==> src/rtl/rd_addr_gen.sv <==
// rd_addr_gen: read-side burst engine for the DDR bandwidth test.
// Issues fixed-length AXI4 INCR read bursts with a bounded number in flight,
// forwards returned beats through a one-entry output stage, and flags
// burst-framing and response errors.
module rd_addr_gen #(
  parameter int DATA_WIDTH      = 64,
  parameter int BURST_LENGTH    = 15,
  parameter int MAX_OUTSTANDING = 4
) (
  input  logic                  clk,
  input  logic                  rstn,
  input  logic [63:0]           cfg,
  input  logic                  start,
  output logic                  busy,
  output logic                  done,
  output logic                  err,
  output logic [31:0]           byte_cnt,
  output logic [31:0]           araddr,
  output logic [7:0]            arlen,
  output logic [2:0]            arsize,
  output logic [1:0]            arburst,
  output logic                  arvalid,
  input  logic                  arready,
  input  logic [DATA_WIDTH-1:0] rdata,
  input  logic [1:0]            rresp,
  input  logic                  rlast,
  input  logic                  rvalid,
  output logic                  rready,
  output logic [DATA_WIDTH-1:0] dout_data,
  output logic                  dout_valid,
  input  logic                  dout_ready
);

  localparam int unsigned BEAT_BYTES  = DATA_WIDTH / 8;
  localparam int unsigned BURST_BYTES = (BURST_LENGTH + 1) * BEAT_BYTES;
  localparam logic [31:0] BURST_INC   = 32'(BURST_BYTES);
  localparam logic [31:0] BEAT_INC    = 32'(BEAT_BYTES);
  localparam logic [31:0] ALIGN_MASK  = ~(BURST_INC - 32'd1);
  localparam logic [3:0]  MAX_OUT     = 4'(MAX_OUTSTANDING);
  localparam logic [7:0]  LAST_BEAT   = 8'(BURST_LENGTH);

  typedef enum logic [1:0] {S_IDLE, S_RUN, S_DONE} state_t;

  state_t      state, state_nxt;
  logic [17:0] ar_rem;
  logic [17:0] ar_rem_nxt;
  logic [3:0]  outstanding;
  logic [3:0]  out_nxt;
  logic [7:0]  beat;
  logic        err_q;
  logic [31:0] byte_cnt_q;
  logic [31:0] araddr_q;
  logic        arvalid_q;
  logic        out_valid;
  logic [DATA_WIDTH-1:0] out_data;

  logic        start_acc;
  logic [17:0] cfg_cnt;
  logic        ar_hs;
  logic        r_hs;
  logic        rl_hs;
  logic        frame_err;
  logic        cfg_unused;

  assign cfg_cnt    = cfg[56:39];
  assign cfg_unused = ^{cfg[63:57], cfg[38:32]};
  assign start_acc  = start && (state == S_IDLE);
  assign ar_hs      = arvalid_q && arready;
  assign r_hs       = rvalid && rready;
  assign rl_hs      = r_hs && rlast;
  assign rready     = !out_valid || dout_ready;
  assign ar_rem_nxt = ar_hs ? (ar_rem - 18'd1) : ar_rem;

  assign frame_err = r_hs && ((rlast && (beat != LAST_BEAT)) ||
                              (!rlast && (beat == LAST_BEAT)) ||
                              (rresp != 2'b00) ||
                              (outstanding == 4'd0));

  assign arlen      = LAST_BEAT;
  assign arsize     = 3'($clog2(BEAT_BYTES));
  assign arburst    = 2'b01;
  assign araddr     = araddr_q;
  assign arvalid    = arvalid_q;
  assign err        = err_q;
  assign byte_cnt   = byte_cnt_q;
  assign dout_data  = out_data;
  assign dout_valid = out_valid;

  // Outstanding count after this cycle's AR and final-R handshakes
  always_comb begin
    out_nxt = outstanding;
    if (ar_hs && !rl_hs) begin
      out_nxt = outstanding + 4'd1;
    end else if (!ar_hs && rl_hs && (outstanding != 4'd0)) begin
      out_nxt = outstanding - 4'd1;
    end
  end

  // State register
  always_ff @(posedge clk or negedge rstn) begin
    if (!rstn) state <= S_IDLE;
    else       state <= state_nxt;
  end

  // Next-state logic
  always_comb begin
    state_nxt = state;
    case (state)
      S_IDLE: if (start_acc) state_nxt = (cfg_cnt == 18'd0) ? S_DONE : S_RUN;
      S_RUN:  if ((ar_rem == 18'd0) && (outstanding == 4'd0) && !out_valid) state_nxt = S_DONE;
      S_DONE: state_nxt = S_IDLE;
      default: state_nxt = S_IDLE;
    endcase
  end

  // Status outputs decoded from state
  always_comb begin
    busy = (state == S_RUN);
    done = (state == S_DONE);
  end

  // Address channel: latch on start, hold while stalled, advance per handshake
  always_ff @(posedge clk or negedge rstn) begin
    if (!rstn) begin
      araddr_q  <= '0;
      arvalid_q <= 1'b0;
      ar_rem    <= '0;
    end else begin
      if (start_acc) begin
        araddr_q  <= cfg[31:0] & ALIGN_MASK;
        ar_rem    <= cfg_cnt;
        arvalid_q <= (cfg_cnt != 18'd0);
      end else begin
        if (ar_hs) begin
          araddr_q <= araddr_q + BURST_INC;
          ar_rem   <= ar_rem_nxt;
        end
        // arvalid re-evaluated only when not stalled, so it stays up until arready
        if (state != S_RUN) begin
          arvalid_q <= 1'b0;
        end else if (!(arvalid_q && !arready)) begin
          arvalid_q <= (ar_rem_nxt != 18'd0) && (out_nxt < MAX_OUT);
        end
      end
    end
  end

  // In-flight burst counter
  always_ff @(posedge clk or negedge rstn) begin
    if (!rstn) outstanding <= '0;
    else       outstanding <= out_nxt;
  end

  // Beat position within the current burst; rlast always closes a burst
  always_ff @(posedge clk or negedge rstn) begin
    if (!rstn) begin
      beat <= '0;
    end else if (r_hs) begin
      beat <= rlast ? 8'd0 : (beat + 8'd1);
    end
  end

  // One-entry output register between R channel and downstream consumer
  always_ff @(posedge clk or negedge rstn) begin
    if (!rstn) begin
      out_valid <= 1'b0;
      out_data  <= '0;
    end else if (r_hs) begin
      out_valid <= 1'b1;
      out_data  <= rdata;
    end else if (dout_ready) begin
      out_valid <= 1'b0;
    end
  end

  // Sticky error and received-byte counter, both cleared by an accepted start
  always_ff @(posedge clk or negedge rstn) begin
    if (!rstn) begin
      err_q      <= 1'b0;
      byte_cnt_q <= '0;
    end else if (start_acc) begin
      err_q      <= 1'b0;
      byte_cnt_q <= '0;
    end else begin
      if (frame_err) err_q <= 1'b1;
      if (r_hs)      byte_cnt_q <= byte_cnt_q + BEAT_INC;
    end
  end

endmodule

==> config.mk <==
export PLATFORM = sky130hd
export DESIGN_NAME = rd_addr_gen
export DESIGN_NICKNAME = d
export VERILOG_FILES = /design/src/rtl/rd_addr_gen.sv
export SDC_FILE = /design/constraint.sdc
export NUM_CORES = 1
export LEC_CHECK = 0
export CAP_MARGIN = 5
export CORE_MARGIN = 5
export CORE_UTILIZATION = 25
export CTS_BUF_LIST = sky130_fd_sc_hd__clkbuf_16
export DETAILED_ROUTE_END_ITERATION = 8
export PLACE_DENSITY = 0.52
export SYNTH_ARGS = -nofsm -noshare
export SYNTH_HDL_FRONTEND = slang
export SYNTH_SLANG_ARGS = --single-unit
==> constraint.sdc <==
create_clock -name clk -period 3.3 [get_ports clk]
set_clock_uncertainty 0.15 [all_clocks]
set_input_delay 0.495 -clock clk [delete_from_list [all_inputs] [get_ports clk]]
set_output_delay 0.495 -clock clk [all_outputs]
set_load 0.03 [all_outputs]
==> results of run 1 <==
[power groups by stage]
stage	logic, W	clock network (W)	registers (W)
6_report	0.00213	0.00196	0.00264
5_1_grt	0.00233	0.00212	0.00271
4_1_cts	0.00216	0.00204	0.00264
3_5_place_dp	0.00215	0	0.00267
3_3_place_gp	0.00214	0	0.00266
2_1_floorplan	0.000798	0	0.00305
[final cells by class]
type	count	area, sq um	area share [%]
clock buffer	17	425.4	3.938
timing repair buffer	255	2554	23.64
inverter	10	37.54	0.3475
sequential	153	3829	35.44
clock inverter	15	147.6	1.367
multi-input combinational	636	3322	30.75
tap	390	488.0	4.517
[kinds of logic after synthesis]
kind of cell	share of synthesized area (%)
XOR/XNOR	8.167
flip-flops	51.74
multiplexers	0.4227
AO/OA/AOI/OAI	5.969
AND/OR/NAND/NOR	28.07
other	0.1015
buffers and inverters	4.515
adder cells (fa/ha/maj)	1.015
[layer usage]
layer / global-route usage [%] / wire, microns / vias to the layer above
met5: 0 / 0 / -
met4: 2.522 / 129 / 0
met3: 7.292 / 2551 / 10
met2: 20.60 / 9846 / 205
met1: 17.06 / 9927 / 3008
li1: - / - / 3198
[worst max-delay path: stages]
cell             delay (ns)
clkdlybuf4s50_1        0.45
nand2b_1               0.25
clkdlybuf4s50_1        0.78
[flip-flops by register name, indices dropped and copies added, names as in the netlist]
register / count
ar_rem: 18
araddr: 25
arvalid: 1
beat: 8
byte_cnt: 29
dout_data: 64
dout_valid: 1
err: 1
outstanding: 4
state: 2
[path summary, 6_finish.rpt]
kind | start | end | slack (ns) | cells after the start
min in group asynchronous | rstn | ar_rem[9]$_DFFE_PN0P_ | 0.46 | 2
setup / recovery | dout_ready | rready | 0.67 | 3
max in group asynchronous | rstn | byte_cnt[6]$_DFFE_PN0P_ | 1.69 | 3
setup reg to reg | ar_rem[0]$_DFFE_PN0P_ | arvalid$_DFFE_PN0P_ | 0.68 | 7
hold reg to reg | state[1]$_DFFE_PN0P_ | state[1]$_DFFE_PN0P_ | 0.32 | 1
hold / removal | state[1]$_DFFE_PN0P_ | state[1]$_DFFE_PN0P_ | 0.32 | 1
[stage by stage]
stage	power (W)	util (%)	cells	cell area [sq um]	setup WS, ns
floorplan	0.003848	-	853	7478	1.016
global placement	0.004798	34.76	1443	10220	0.3864
detailed placement	0.004819	34.76	1443	10220	0.3901
CTS	0.006845	36.74	1476	10800	0.6351
global route	0.007157	36.74	1476	10800	0.5750
finish	0.006720	36.74	1476	10800	0.6743
[synthesized netlist by cell type (12+ instances only)]
| cell | instances |
|---|---|
| nor3_1 | 12 |
| buf_4 | 25 |
| a21oi_1 | 12 |
| xnor2_1 | 28 |
| clkbuf_1 | 27 |
| dfrtp_1 | 153 |
| nand2_1 | 271 |
| nand3_1 | 27 |
| nor2_1 | 64 |
| nand4_1 | 19 |
| o21ai_0 | 43 |
| xor2_1 | 41 |
[timing repair]
action / 4_1_cts / 5_1_grt
setup endpoints to repair: 0 / 0
hold buffers: 1 / 0
hold endpoints to repair: 56 / 0
==> metrics.md, run 1 <==
| Metric | Value |
|---|---|
| Worst EP arrival | `1.98 ns` |
| Die extent in y | `~180 microns` |
| Ant. Diodes | `0` |
| Rel. slew slack | `about 58%` |
| Mapped cell area | `about 7400 sq um` |
| Max-slew violation count | `0` |
| Leak Pwr | `roughly 4.7 nW` |
| Crit. End Element | `primary output` |
| Final worst path period share | `around 80%` |
| Setup bufs post-CTS | `0` |
| Vias | `6421` |
| FF+latch count, synth | `between 150 and 200` |
| TritonCTS clock tree | `done` |
| Power per cell area | `~620 nW/um^2` |
| P_int | `0.004172 W` |
| Nature of the critical path startpoint | `primary input` |
| Drt initial violations | `roughly 350` |
| Async S/R FF share, synth | `100.0%` |
| Post-synth top flop | `dfrtp_1` |
| Status | `complete, no violations` |
| Depth of the CTS H-tree | `4` |
| Proportion of power drawn by the clock network | `between 20 and 30%` |
| Wire length per cell | `15.21 microns` |
| Area growth syn-to-layout | `45.99%` |
| Post-synthesis sequential area ratio | `between 50 and 60%` |
| Max Root-Sink Buffers | `2` |
| CORE AREA | `approximately 29000 sq um` |
| Power share of the combinational group | `between 30% and 40%` |
| Worst Hold Class | `register to register` |
| First-pass GRT wire length | `approximately 36 mm` |
| Clk slew on worst S/H paths | `0.07 ns` |
| # rows | `63` |
| Gr ovfl total | `0` |
| Avg Vias per Cell | `4.350` |
| Net Sw Frac | `between 30% and 40%` |
| HPWL Detailed | `16.24 mm` |
| Commonest non-fill, non-tap cell in the layout | `nand2_1` |
| Yosys warns | `0` |
| Top-area cell type share of the netlist area | `51.74%` |
| DR pass1 iterations | `5` |
| Psw | `~0.0025 W` |
| # IOs | `approximately 280` |
| Worst endpoint required time | `2.65 ns` |
| I/O Buffers | `239` |
| Initial Util | `25.17%` |
| Distinct cell type count after synthesis | `57` |
| Antenna Nets Post-Route | `0` |
| Final setup fails | `0` |
| Hold Slack | `~0.32 ns` |
| Post-CTS sizing | `0` |
| Max_cap viols | `0` |
| WS Path Type | `primary input to primary output` |
| Sequential share of power | `between 30% and 40%` |
| Commonest cells after routing, fill and taps aside | `nand2_1 (270), clkdlybuf4s50_1 (238), dfrtp_1 (153), nor2_1 (64), o21ai_0 (43)` |
| All-Layer GR Usage | `13.48%` |
| Final Hold Fails | `0` |
| Vias in the first global route | `~6600` |
| Post-synth EDFFs | `0` |
| Worst slew pin tran | `0.6294 ns` |
| Routability cong. | `approximately 0.78` |
| Share of cells above drive strength 1 | `slightly below 6%` |
| Root buf cell | `clkbuf_16` |
| Synth area leader | `dfrtp_1` |
| RSZ-0062 raised after global routing | `no` |
| Max Clk Rate | `approximately 0.38 GHz` |
| Pin count of the biggest net entering global routing | `73` |
| Setup TNS | `0 ns` |
| CTS Sinks | `between 150 and 200` |
| Fin crit period | `around 2.6 ns` |
| Die area | `approximately 33000 sq um` |
| Die Wd | `approximately 180 microns` |
| Worst-Skew Late Latency | `around 0.43 ns` |
| Post-Route WL | `around 22 mm` |
| Maximum VDD drop | `287.2 uV` |
| Antenna violations before repair | `0` |
| Critical Path Fanout Max | `4` |
| Fin nets | `~1200` |
| Largest cells by area after synthesis | `dfrtp_1 (52%), nand2_1 (14%), xor2_1 (4.9%)` |
| TritonCTS Buffers | `17` |
| Fillcell total | `3048` |
| Post-Syn Instances | `roughly 830` |
| Synthesized area per cell | `slightly below 9 sq um` |
| Number of remaining DRC errors | `0` |
(Power assumes the default switching activity.)
==> run 2, diff against run 1 <==
Clock period 3.3 ns to 2.5 ns, I/O delays scaled along.
==> metrics.md, run 2 (same netlist as run 1, synthesis figures left out) <==
| Metric | Value |
|---|---|
| # IOs | `about 280` |
| Final Hold Fails | `0` |
| Nature of the critical path startpoint | `register` |
| Status | `complete, no violations` |
| Crit. End Element | `register` |
| Proportion of power drawn by the clock network | `28.7%` |
| Routability cong. | `approximately 0.80` |
| Post-placement cell area | `10470 sq um` |
| Worst slew pin tran | `0.5588 ns` |
| Initial Util | `25.17%` |
| All-Layer GR Usage | `a little over an eighth` |
| Die area | `roughly 33000 sq um` |
| Setup slack, reg-to-reg | `between 0.1 and 0.15 ns` |
| Net Sw Frac | `37.79%` |
| Power share of the combinational group | `32.6%` |
| Drt initial violations | `around 290` |
| PnR Total Power | `~0.0090 W` |
| Max Clk Rate | `between 0.4 and 0.5 GHz` |
| Hold path start | `state[1]$_DFFE_PN0P_` |
| Sequential share of power | `between 30 and 40%` |
| Final setup fails | `0` |
| Antenna violations before repair | `1` |
| DP Cell Count | `between 1000 and 1500` |
| TritonCTS Buffers | `17` |
| Non-Filler Instances | `~1500` |
| CTS Sinks | `~150` |
| RR Startpoint | `ar_rem[0]$_DFFE_PN0P_` |
| Antenna Nets Post-Route | `0` |
| Avg Vias per Cell | `4.375` |
| First-pass GRT wire length | `36.52 mm` |
| Fin crit period | `between 2 and 2.5 ns` |
| CORE AREA | `between 20000 and 30000 sq um` |
| Maximum VDD drop | `around 380 uV` |
| HPWL Detailed | `between 15 and 20 mm` |
| Worst-Skew Late Latency | `approximately 0.42 ns` |
| Power per cell area | `roughly 810 nW/um^2` |
| DR pass1 iterations | `4` |
| Vias in the first global route | `6730` |
| Number of remaining DRC errors | `0` |
| Ant. Diodes | `0` |
| Die extent in y | `between 150 and 200 microns` |
| Max-slew violation count | `0` |
| Rel. slew slack | `roughly 63%` |
| Gr ovfl total | `0` |
| Root buf cell | `clkbuf_16` |
| Max FFs per register | `between 60 and 70` |
| Commonest non-fill, non-tap cell in the layout | `nand2_1` |
| I/O Buffers | `roughly 240` |
| Depth of the CTS H-tree | `4` |
| Post-Route WL | `around 23 mm` |
| Final worst path period share | `approximately 94%` |
| Leak Pwr | `between 4 and 5 nW` |
| Share of cells above drive strength 1 | `8.520%` |
| Reg-to-reg endpoint | `arvalid$_DFFE_PN0P_` |
| Setup bufs post-CTS | `0` |
| # rows | `63` |
| Wire length per cell | `roughly 15 microns` |
| Fin nets | `1245` |
| TritonCTS clock tree | `done` |
| Pin count of the biggest net entering global routing | `about 70` |
| Post-layout util | `approximately 38%` |
| Setup crit start | `ar_rem[0]$_DFFE_PN0P_` |
| Worst EP arrival | `between 2 and 3 ns` |
| Crit path to | `arvalid$_DFFE_PN0P_` |
| Critical Path Fanout Max | `4` |
| Max_cap viols | `0` |
| Worst Hold Class | `register to register` |
| Commonest cells after routing, fill and taps aside | `nand2_1 (270), clkdlybuf4s50_1 (237), dfrtp_1 (153), nor2_1 (64), o21ai_0 (43)` |
| Fin area | `between 10000 and 15000 sq um` |
| Psw | `between 0.003 and 0.004 W` |
| Die Wd | `around 180 microns` |
| WS Path Type | `register to register` |
| Area growth syn-to-layout | `49.64%` |
| Clk slew on worst S/H paths | `about 0.070 ns` |
| Vias | `around 6600` |
| Worst endpoint required time | `around 2.6 ns` |
| Max Root-Sink Buffers | `2` |
| Worst r2r path cells | `8` |
| Setup TNS | `0 ns` |
| P_int | `about 0.0056 W` |
==> run 2: layout make-up <==
cell class | count | area [sq um]
inverters | 10 | 37.54
multi-input cells | 636 | 3332
fillers | 3000 | 18330
repair buffers | 284 | 2806
well taps | 390 | 488.0
flip-flops and latches | 153 | 3829
clock buffers | 17 | 425.4
clock inverters | 15 | 155.1
==> run 2: timing repair <==
item / 4_1_cts / 5_1_grt
gates resized for setup: 0 / 2
hold buffers: 1 / 0
setup endpoints to repair: 0 / 1
hold endpoints to repair: 46 / 0
==> run 2: worst min path at each step <==
stage                                to  slack (ns)  cells after the start
6_report           state[1]$_DFFE_PN0P_        0.31                      1
5_1_grt        dout_data[9]$_DFFE_PN0P_        0.28                      3
4_1_cts        dout_data[6]$_DFFE_PN0P_        0.29                      3
3_5_place_dp      ar_rem[4]$_DFFE_PN0P_        0.21                      1
3_3_place_gp      ar_rem[4]$_DFFE_PN0P_        0.21                      1
2_1_floorplan     ar_rem[0]$_DFFE_PN0P_       -0.07                      0
==> run 2: power by group through the flow <==
stage / Sequential, W / Clock (W) / Combinational (W)
after CTS: 0.00347 / 0.00268 / 0.00296
after floorplan: 0.00403 / 0 / 0.00105
after detailed placement: 0.00350 / 0 / 0.00294
after global placement: 0.00350 / 0 / 0.00294
after global routing: 0.00356 / 0.00280 / 0.00317
final: 0.00347 / 0.00258 / 0.00293
==> run 2: metal layers <==
layer  wire, microns  vias up  track usage, %
met2           10320      201           21.45
met5               7        -               0
met4             141        2           2.162
met1            9732     3111           16.86
met3            2567       12           7.192
li1                -     3258               -
==> run 2: per-stage QoR <==
| step | setup slack (ns) | hold WS, ns |
|---|---|---|
| after global routing | -0.01243 | 0.2827 |
| after CTS | 0.06616 | 0.2930 |
| after global placement | -0.1985 | 0.2112 |
| final | 0.1408 | 0.3114 |
| after detailed placement | -0.2223 | 0.2094 |
| after floorplan | 0.2162 | -0.07059 |
==> run 2: worst max-delay path, cell delays in order (launching register included) <==
cell,delay [ns]
dfrtp_1,0.40
inv_1,0.06
ha_1,0.21
and4b_1,0.19
or4b_1,0.51
a211o_1,0.28
a211oi_2,0.24
buf_4,0.15
o41ai_2,0.05
